[config.mk]
export PLATFORM = sky130hd
export DESIGN_NAME = wav_recorder_flat
export DESIGN_NICKNAME = d
export VERILOG_FILES = /design/src/rtl/wav_recorder_if.sv /design/src/rtl/wav_recorder.sv /design/src/flat_wrapper.sv
export SDC_FILE = /design/constraint.sdc
export NUM_CORES = 1
export LEC_CHECK = 0
export BUFFER_PORTS_ARGS = -buffer_cell sky130_fd_sc_hd__buf_2
export CAP_MARGIN = 20
export CORE_MARGIN = 1.5
export CORE_UTILIZATION = 49
export CTS_BUF_LIST = sky130_fd_sc_hd__clkbuf_8
export CTS_CLUSTER_DIAMETER = 60
export DETAILED_ROUTE_END_ITERATION = 8
export GPL_TIMING_DRIVEN = 0
export PLACE_DENSITY_LB_ADDON = 0.05
export SLEW_MARGIN = 20
export SYNTH_ARGS = -nofsm -noshare
export SYNTH_HDL_FRONTEND = slang
export SYNTH_SLANG_ARGS = --single-unit
export TNS_END_PERCENT = 30
[constraint.sdc]
create_clock -name clk -period 3.5 [get_ports clk]
set_input_delay 0.525 -clock clk [delete_from_list [all_inputs] [get_ports clk]]
set_output_delay 0.525 -clock clk [all_outputs]
set_load 0.005 [all_outputs]
[src/rtl/wav_recorder_if.sv]
// -----------------------------------------------------------------------------
// wav_recorder_if -- control, audio and capture-RAM bundle for wav_recorder.
//
// Signals
//   rec_start  : single-cycle request to begin a capture
//   rec_stop   : single-cycle request to end a capture early
//   audio_in   : 16-bit unsigned audio sample
//   ram_a      : write address to the capture RAM write port
//   ram_d      : write data (8-bit converted sample)
//   ram_we     : write strobe, one cycle per stored sample
//   recording  : high while a capture is in progress (LED drive)
//   done       : single-cycle pulse at the end of a capture
//   length     : byte count of the last completed capture
//
// Modports
//   master : the controlling side (drives controls/audio, observes outputs)
//   slave  : the recorder itself
// -----------------------------------------------------------------------------
interface wav_recorder_if #(
    parameter int ADDR_W = 14
);
    logic              rec_start;
    logic              rec_stop;
    logic [15:0]       audio_in;
    logic [ADDR_W-1:0] ram_a;
    logic [7:0]        ram_d;
    logic              ram_we;
    logic              recording;
    logic              done;
    logic [ADDR_W:0]   length;

    modport master (
        output rec_start, rec_stop, audio_in,
        input  ram_a, ram_d, ram_we, recording, done, length
    );

    modport slave (
        input  rec_start, rec_stop, audio_in,
        output ram_a, ram_d, ram_we, recording, done, length
    );
endinterface

[src/rtl/wav_recorder.sv]
// -----------------------------------------------------------------------------
// wav_recorder -- captures 8-bit audio samples into a dual-port RAM.
//
// A prescaler divides clk down to the sample rate (period PRESCALE+1 clocks).
// On each sample tick the 16-bit unsigned input is reduced to 8 bits
// (bits 14:7, saturating to 8'hFF when bit 15 is set) and written to the
// next RAM address. A capture ends when the buffer is full or on rec_stop;
// the byte count is then published on length together with a done pulse.
//
// Ports
//   clk   : single clock, all state changes on its rising edge
//   reset : asynchronous active-high reset
//   bus   : wav_recorder_if.slave (controls, audio, RAM write port, status)
// -----------------------------------------------------------------------------
module wav_recorder #(
    parameter int PRESCALE = 2177,
    parameter int ADDR_W   = 14
) (
    input  logic           clk,
    input  logic           reset,
    wav_recorder_if.slave  bus
);

    localparam int PRES_W = (PRESCALE > 0) ? $clog2(PRESCALE + 1) : 1;
    localparam logic [PRES_W-1:0] PRESCALE_C = PRES_W'(PRESCALE);
    // Last buffer address; addr_q carries one extra bit so it can also hold
    // the full-buffer write count 2^ADDR_W.
    localparam logic [ADDR_W:0]   LAST_ADDR  = {1'b0, {ADDR_W{1'b1}}};

    typedef enum logic [1:0] {
        IDLE = 2'd0,
        REC  = 2'd1,
        DONE = 2'd2
    } state_e;

    state_e            state_q;
    logic [PRES_W-1:0] presc_q;
    logic [ADDR_W:0]   addr_q;
    logic [ADDR_W-1:0] ram_a_q;
    logic [7:0]        ram_d_q;
    logic              ram_we_q;
    logic              recording_q;
    logic              done_q;
    logic [ADDR_W:0]   length_q;

    logic              tick_d;
    logic              last_d;
    logic [ADDR_W:0]   addr_d;

    // 16-bit unsigned sample to 8 bits, saturating on the top bit.
    function automatic logic [7:0] conv_sample(input logic [15:0] x);
        logic [7:0] r;
        if (x[15]) begin
            r = 8'hFF;
        end else begin
            r = x[14:7];
        end
        return r;
    endfunction

    assign tick_d = (presc_q == PRESCALE_C);
    assign last_d = (addr_q == LAST_ADDR);
    assign addr_d = addr_q + {{ADDR_W{1'b0}}, 1'b1};

    // Capture FSM with prescaler, address counter and registered outputs.
    always_ff @(posedge clk or posedge reset) begin
        if (reset) begin
            state_q     <= IDLE;
            presc_q     <= {PRES_W{1'b0}};
            addr_q      <= {(ADDR_W+1){1'b0}};
            ram_a_q     <= {ADDR_W{1'b0}};
            ram_d_q     <= 8'h00;
            ram_we_q    <= 1'b0;
            recording_q <= 1'b0;
            done_q      <= 1'b0;
            length_q    <= {(ADDR_W+1){1'b0}};
        end else begin
            // Strobes are one-cycle by default.
            ram_we_q <= 1'b0;
            done_q   <= 1'b0;
            case (state_q)
                IDLE: begin
                    // rec_stop is deliberately not looked at here.
                    if (bus.rec_start) begin
                        presc_q     <= {PRES_W{1'b0}};
                        addr_q      <= {(ADDR_W+1){1'b0}};
                        recording_q <= 1'b1;
                        state_q     <= REC;
                    end
                end
                REC: begin
                    if (tick_d) begin
                        presc_q  <= {PRES_W{1'b0}};
                        ram_we_q <= 1'b1;
                        ram_a_q  <= addr_q[ADDR_W-1:0];
                        ram_d_q  <= conv_sample(bus.audio_in);
                        addr_q   <= addr_d;
                    end else begin
                        presc_q  <= presc_q + {{(PRES_W-1){1'b0}}, 1'b1};
                    end
                    // A stop coinciding with a tick keeps that tick's write,
                    // so the count must include it.
                    if (bus.rec_stop || (tick_d && last_d)) begin
                        state_q     <= DONE;
                        recording_q <= 1'b0;
                        done_q      <= 1'b1;
                        length_q    <= tick_d ? addr_d : addr_q;
                    end
                end
                DONE: begin
                    state_q <= IDLE;
                end
                default: begin
                    state_q     <= IDLE;
                    recording_q <= 1'b0;
                end
            endcase
        end
    end

    assign bus.ram_a     = ram_a_q;
    assign bus.ram_d     = ram_d_q;
    assign bus.ram_we    = ram_we_q;
    assign bus.recording = recording_q;
    assign bus.done      = done_q;
    assign bus.length    = length_q;

endmodule

[src/flat_wrapper.sv]
// flat-port wrapper written by rule: the top's interface ports become plain ports
module wav_recorder_flat 
#(
    parameter int PRESCALE = 2177,
    parameter int ADDR_W   = 14
)
  (clk, reset, bus_rec_start, bus_rec_stop, bus_audio_in, bus_ram_a, bus_ram_d, bus_ram_we, bus_recording, bus_done, bus_length);
  wav_recorder_if #(.ADDR_W(ADDR_W)) bus_i ();
  input  logic clk;
  input  logic reset;
  input wire logic [$bits(bus_i.rec_start)-1:0] bus_rec_start;
  input wire logic [$bits(bus_i.rec_stop)-1:0] bus_rec_stop;
  input wire logic [$bits(bus_i.audio_in)-1:0] bus_audio_in;
  output wire logic [$bits(bus_i.ram_a)-1:0] bus_ram_a;
  output wire logic [$bits(bus_i.ram_d)-1:0] bus_ram_d;
  output wire logic [$bits(bus_i.ram_we)-1:0] bus_ram_we;
  output wire logic [$bits(bus_i.recording)-1:0] bus_recording;
  output wire logic [$bits(bus_i.done)-1:0] bus_done;
  output wire logic [$bits(bus_i.length)-1:0] bus_length;
  assign bus_i.rec_start = bus_rec_start;
  assign bus_i.rec_stop = bus_rec_stop;
  assign bus_i.audio_in = bus_audio_in;
  assign bus_ram_a = bus_i.ram_a;
  assign bus_ram_d = bus_i.ram_d;
  assign bus_ram_we = bus_i.ram_we;
  assign bus_recording = bus_i.recording;
  assign bus_done = bus_i.done;
  assign bus_length = bus_i.length;
  wav_recorder #(.PRESCALE(PRESCALE), .ADDR_W(ADDR_W)) u_core (.clk(clk), .reset(reset), .bus(bus_i));
endmodule
==> metrics.md, run 1 <==
| Metric | Value |
|---|---|
| Synth Cell Area | `approximately 0.0033 mm^2` |
| Final min period | `approximately 2.7 ns` |
| Clock Skew | `~0.010 ns` |
| Run status | `finished with violations` |
| Crit path capture type | `register` |
| # setup viols final | `0` |
| Share of flip-flops with an asynchronous set or reset | `1.00` |
| Synth Net Count | `about 370` |
| Mux share of post-synthesis cell area | `0.0239` |
| Post-Synth XOR/XNOR Area | `0.0473` |
| Seq/Total Area, Yosys | `0.523` |
| CTS tree | `built` |
| Hold_buf cts | `0` |
| Die area | `slightly above 0.007 mm^2` |
| Relative slew slack | `0.445` |
| Max Cap Viol | `0` |
| Total gr overflow | `0` |
| Final wirelength | `around 7.5 mm` |
| Post-place setup slack | `between 0.8 and 0.9 ns` |
| Rows | `29` |
| Switching pwr | `a little under 0.6 mW` |
| VDD IR max | `0.305 mV` |
| Drc violations | `3` |
| Crit path cell chain | `ha_1 -> or4bb_1 -> nor3_2 -> nand4_1 -> xnor2_1 -> mux2_1` |
| Total Neg Setup Slack | `0 ns` |
| Wire per inst | `15.1 um` |
| CP top delay family | `simple AND/OR/NAND/NOR gates` |
| Adder-Cell Fraction of Synth Area | `0.0114` |
| Number of enable flip-flop cells after synthesis | `0` |
| Nature of the critical path startpoint | `register` |
| Core Area | `0.00642 mm^2` |
| Hold Vio Cnt, Final | `0` |
| H-tree level count | `3` |
| Num CTS Buffers | `9` |
| Area grow syn2layout | `18.1%` |
| Initial core utilization | `0.515` |
| Postcts setup bufs | `0` |
| Worst min path class | `input port to asynchronous set/reset pin` |
| Switching Share | `0.297` |
| Largest net degree at the start of global routing | `56` |
| RR Startpoint | `u_core.addr_q[0]` |
| Cell taking the most area after synthesis | `dfrtp_1` |
| Failing checks | `design-rule violations` |
| Compound-cell area share of the yosys netlist | `0.140` |
| Slew Viols, Final | `0` |
| Final worst-path cycle share | `0.765` |
| Final WS setup | `around 0.82 ns` |
| Die width | `around 85 um` |
| CP startpoint | `u_core.addr_q[0]` |
| PortBufs | `between 50 and 60` |
| CTS clk-pin slew, worst paths | `~0.070 ns` |
| Netlist cell types | `46` |
| Detailed Place HPWL | `~5.3 mm` |
| Number of global-route vias before repair | `2662` |
| N_diodes | `0` |
| Critical Path AT | `2.90 ns` |
| IO Pins | `60` |
| Post-cts resize count | `0` |
| First-pass GRT wire length | `between 10 and 15 mm` |
| Clock power frac | `0.345` |
| Main synth FF type | `dfrtp_1` |
| Crit path max-delay cell type | `or4bb_1` |
| Synthesized flop and latch total | `69` |
| Clk buf depth | `2` |
| Pwr/cell area | `between 500 and 600 mW/mm^2` |
| Logic pwr share | `0.189` |
| Tightest Pin Transition | `between 0.8 and 0.9 ns` |
| Simple-gate share of the synthesized area | `0.220` |
| Mapped Cells | `350` |
| Clk_lat worst skew | `about 0.35 ns` |
| Most common library cells after synthesis | `nand2_1, dfrtp_1, o21ai_0` |
| Reg power frac | `0.466` |
| Worst Path Required | `roughly 3.7 ns` |
| RSZ-0062 raised after global routing | `false` |
| Yosys top cell area share | `0.523` |
| Fmax | `about 370 MHz` |
| Pleak | `roughly 1.9 nW` |
| Pint | `around 1.4 mW` |
| DR pass1 iterations | `8` |
| Layout Nets | `about 440` |
| Fraction of layout cells with a size suffix above 1 | `0.217` |
| Drt via density | `~5.5` |
| Critical path class | `register to register` |
| Largest cells by area after synthesis | `dfrtp_1, nand2_1, o21ai_0` |
| Die height | `about 85 um` |
| Total number of vias | `between 2000 and 3000` |
| Antenna viol nets, final | `0` |
| Clk root buf | `clkbuf_8` |
| CP max stage delay | `0.52 ns` |
| Largest family of logic cells by synthesized area | `simple AND/OR/NAND/NOR gates` |
| Global Route Usage Sum | `0.230` |
| Most common cell in the synthesized netlist | `nand2_1` |
| Crit path max fanout | `9` |
| Clk sinks | `between 60 and 70` |
| Buf/Inv on CP | `0` |
| Final Wtd Congestion | `a little under 0.9` |
| DRT iter0 DRCs | `roughly 190` |
| Antenna violations before repair | `0` |
| Syn. warnings | `0` |
| Post-Synthesis Mean Instance Area | `between 9 and 10 um^2` |
[cell usage in the layout (no fill, tap or decap), drive strengths merged, types with 2 or more instances in the layout]
cell / n
o21ai: 39
and3: 3
inv: 6
ha: 3
nor3: 9
o31ai: 6
nand2: 95
or3: 2
dfrtp: 69
a31oi: 3
mux2: 7
nor3b: 2
a21o: 5
nand3: 10
buf: 59
nor4: 5
a21oi: 17
a22o: 4
xor2: 6
nor2: 9
nand4: 4
xnor2: 11
and2: 2
clkbuf: 27
[metrics by stage]
step           power (mW)  instance area, um^2  hold WS [ns]  std cells   util
5_1_grt              2.08                 3900         0.116        496  0.608
2_1_floorplan        1.16                 3300         0.463        350      -
6_report             1.98                 3900         0.104        496  0.608
4_1_cts              1.99                 3900        0.0970        496  0.608
3_5_place_dp         1.31                 3690         0.451        480  0.575
3_3_place_gp         1.30                 3660         0.446        479  0.570
[routing by layer]
| metal | GRT usage | part of all wire |
|---|---|---|
| met5 | 0 | 0 |
| met4 | 0.118 | 0.024 |
| met2 | 0.383 | 0.48 |
| met3 | 0.0399 | 0.037 |
| met1 | 0.287 | 0.45 |
[sequential cells by signal, summed over array words and instances, names as in the netlist]
signal,count
u_core.bus.ram_d,8
u_core.bus.ram_a,14
u_core.presc_q,12
u_core.addr_q,15
u_core.bus.ram_we,1
u_core.state_q,2
u_core.bus.length,15
u_core.bus.recording,1
u_core.bus.done,1
[worst paths after layout]
check | endpoint | slack, ns | depth (start not counted)
hold / removal | u_core.bus.length[0] | 0.10 | 2
setup reg to reg | u_core.bus.length[12] | 0.82 | 6
setup / recovery | u_core.bus.length[12] | 0.82 | 6
max in group asynchronous | u_core.bus.length[2] | 2.86 | 3
min in group clk | u_core.bus.ram_d[6] | 0.39 | 3
hold reg to reg | u_core.bus.ram_d[5] | 0.46 | 2
[power groups by stage]
| stage | clock, mW | combinational, mW | sequential (mW) |
|---|---|---|---|
| after floorplan | 0 | 0.230 | 0.933 |
| after global placement | 0 | 0.366 | 0.933 |
| after detailed placement | 0 | 0.376 | 0.936 |
| after CTS | 0.697 | 0.377 | 0.921 |
| after global routing | 0.731 | 0.423 | 0.928 |
| final | 0.681 | 0.374 | 0.920 |
[layout make-up]
class                           instances  area [um^2]
Fill cell                             599         2520
Sequential cell                        69         1730
Multi-Input combinational cell        255         1460
Timing Repair Buffer                   53          288
Clock buffer                           12          165
Tap cell                               77         96.3
Buffer                                 21         95.1
Clock inverter                          4         46.3
Inverter                                5         21.3
[kinds of logic (layout without fill, tap and decap cells)]
family	after synthesis	after routing
and+or+nand+nor	149	149
DFF	69	69
adders and majority gates	3	3
buffers and inverters	26	95
xor gates and xnor gates	17	17
muxes	7	7
AOI/OAI and AO/OA	79	79
Power figures use the tool's default switching activity.
==> run 2: changes to the inputs <==
Clock period 3.5 ns to 2.7 ns, I/O delays scaled along.
==> run 2 against run 1 <==
  * The run still ends with design-rule violations left
  * Final cell count rose by 0.81%
  * Flip-flop and latch count unchanged
  * Largest power group unchanged
  * Worst setup slack worse by 0.73 ns
  * Non-clock buffer count up 4
  * Count of clock-buffer cells in the layout did not move
  * Die area did not move
  * First-iteration DRC count shrank 14%
  * Maximum frequency increased by 2.7%
  * Highest routed layer unchanged
==> metrics.md, run 2 (synthesized netlist as in run 1, its figures left out) <==
| Metric | Value |
|---|---|
| Run status | `finished with violations` |
| Failing checks | `design-rule violations` |
| Initial core utilization | `0.515 (unchanged)` |
| # fillers | `596 (-0.50%)` |
| Critical Path AT | `2.83 ns (-0.07 ns)` |
| Clock Skew | `0.00975 ns (-0.000691 ns)` |
| Crit path capture type | `register` |
| Hold Vio Cnt, Final | `0 (unchanged)` |
| Slew Viols, Final | `0 (unchanged)` |
| Clk_lat worst skew | `0.35 ns (about the same)` |
| Pleak | `1.94 nW (+1.4%)` |
| Global Route Usage Sum | `0.230 (unchanged)` |
| Clk sinks | `69 (unchanged)` |
| WHS | `0.275 ns (+0.171 ns)` |
| Relative slew slack | `0.449 (+0.00443)` |
| VDD IR max | `0.397 mV (+30%)` |
| Register Area | `0.00173 mm^2 (unchanged)` |
| Rows | `29 (unchanged)` |
| Num CTS Buffers | `9 (unchanged)` |
| Die height | `85.1 um (unchanged)` |
| Clk buf depth | `2 (unchanged)` |
| Most frequent cells in the layout | `nand2_1, dfrtp_1, buf_2` |
| Area occupied by multi-input gates | `0.00148 mm^2 (+0.77%)` |
| Placed cells | `480 (unchanged)` |
| Max Cap Viol | `0 (unchanged)` |
| Post-DP Area | `0.00369 mm^2 (unchanged)` |
| IO Pins | `60 (unchanged)` |
| Fmax | `384 MHz (+2.7%)` |
| Worst Path Required | `2.93 ns (-0.79 ns)` |
| N_diodes | `0 (unchanged)` |
| DR pass1 iterations | `8 (unchanged)` |
| Tightest Pin Transition | `0.818 ns (-0.00658 ns)` |
| CTS tree | `built` |
| Clk root buf | `clkbuf_8` |
| Die width | `85.1 um (unchanged)` |
| Final wirelength | `7.62 mm (+1.5%)` |
| Total gr overflow | `0 (unchanged)` |
| Pwr Total | `2.57 mW (+30%)` |
| Final min period | `2.61 ns (-0.0698 ns)` |
| Worst min path class | `input port to register` |
| PortBufs | `52 (unchanged)` |
| Layout Nets | `441 (+0.92%)` |
| Core Area | `0.00642 mm^2 (unchanged)` |
| Layout Cells excl Fill | `500 (+0.81%)` |
| Drc violations | `3 (unchanged)` |
| Area grow syn2layout | `19.4%` |
| Wire per inst | `15.2 um (+0.73%)` |
| Nature of the critical path startpoint | `register` |
| Fraction of layout cells with a size suffix above 1 | `0.225 (+0.00740)` |
| Final worst-path cycle share | `0.966 (+0.201)` |
| Total number of vias | `2753 (+1.3%)` |
| Antenna violations before repair | `0 (unchanged)` |
| # setup viols final | `0 (unchanged)` |
| Leading cell type in the layout, fill and taps excluded | `nand2_1` |
| Detailed Place HPWL | `5.27 mm (unchanged)` |
| Antenna viol nets, final | `0 (unchanged)` |
| First-pass GRT wire length | `12.9 mm (unchanged)` |
| Pwr/cell area | `652 mW/mm^2 (+29%)` |
| DRT iter0 DRCs | `162 (-14%)` |
| Critical path class | `register to register` |
| Largest net degree at the start of global routing | `56 (unchanged)` |
| Design area | `0.00395 mm^2 (+1.1%)` |
| Crit path max fanout | `7 (-2)` |
| Number of global-route vias before repair | `2662 (unchanged)` |
| Die area | `0.00725 mm^2 (unchanged)` |
| CTS clk-pin slew, worst paths | `0.08 ns (about the same)` |
| Final Wtd Congestion | `0.893 (unchanged)` |
| Drt via density | `5.51 (+0.44%)` |
| H-tree level count | `3 (unchanged)` |
run 2: cell count changes in the layout (fill, tap and decap cells not counted):
cell / before / now
o31ai_1: 6 / 5
nor3_4: 1 / 2
nor3_2: 2 / 1
buf_4: 1 / 4
o31ai_2: 0 / 1
dlygate4sd3_1: 0 / 1
run 2: worst paths after layout:
path | start | end | slack (ns) | cells after the start
hold / removal | bus_audio_in[13] | u_core.bus.ram_d[6] | 0.27 | 3
max in group asynchronous | reset | u_core.bus.length[14] | 1.64 | 4
min in group asynchronous | reset | u_core.presc_q[4] | 0.53 | 3
setup / recovery | u_core.presc_q[2] | u_core.bus.length[10] | 0.09 | 6
setup reg to reg | u_core.presc_q[2] | u_core.bus.length[10] | 0.09 | 6
hold reg to reg | u_core.bus.ram_d[5] | u_core.bus.ram_d[5] | 0.46 | 2
run 2: per-stage QoR:
stage          setup TNS, ns  setup WS (ns)   util
2_1_floorplan              0          0.256      -
3_3_place_gp          -24.96         -0.365  0.570
3_5_place_dp               0         0.0447  0.575
4_1_cts                    0         0.0178  0.609
5_1_grt            -0.000545      -0.000545  0.614
6_report                   0         0.0930  0.614
run 2: routing by layer:
metal	GRT usage	up-vias	wire (um)	share of wire
met2	0.383	67	3710	0.49
met5	0	-	0	0
li1	-	1343	-	-
met4	0.118	0	172	0.023
met3	0.0399	15	275	0.036
met1	0.287	1328	3460	0.45
run 2: power breakdown:
group	switching, mW	total [mW]	internal, mW
Clock	0.390	0.888	0.498
Sequential	0.0702	1.19	1.12
Combinational	0.313	0.494	0.181
Total	0.773	2.57	1.80
run 2: what timing repair did:
item | 4_1_cts | 5_1_grt
resized for setup | 0 | 2
hold buffers | 1 | 0
setup endpoints to repair | 0 | 10
setup buffers | 0 | 3
hold endpoints to repair | 14 | 0
run 2: worst max-delay path: stages, from the launching register on:
cell	delay [ns]
dfrtp_1	0.44
or4_1	0.54
buf_2	0.20
or3_4	0.43
or3_4	0.44
xnor2_2	0.15
mux2_1	0.30
run 2: final cells by class:
type	count	share of cell area
plain buffers	21	0.0241
clock buffers	12	0.0419
clock inverters	4	0.0117
inverters	5	0.00539
multi-input cells	255	0.374
flip-flops and latches	69	0.438
well taps	77	0.0244
repair buffers	57	0.0812
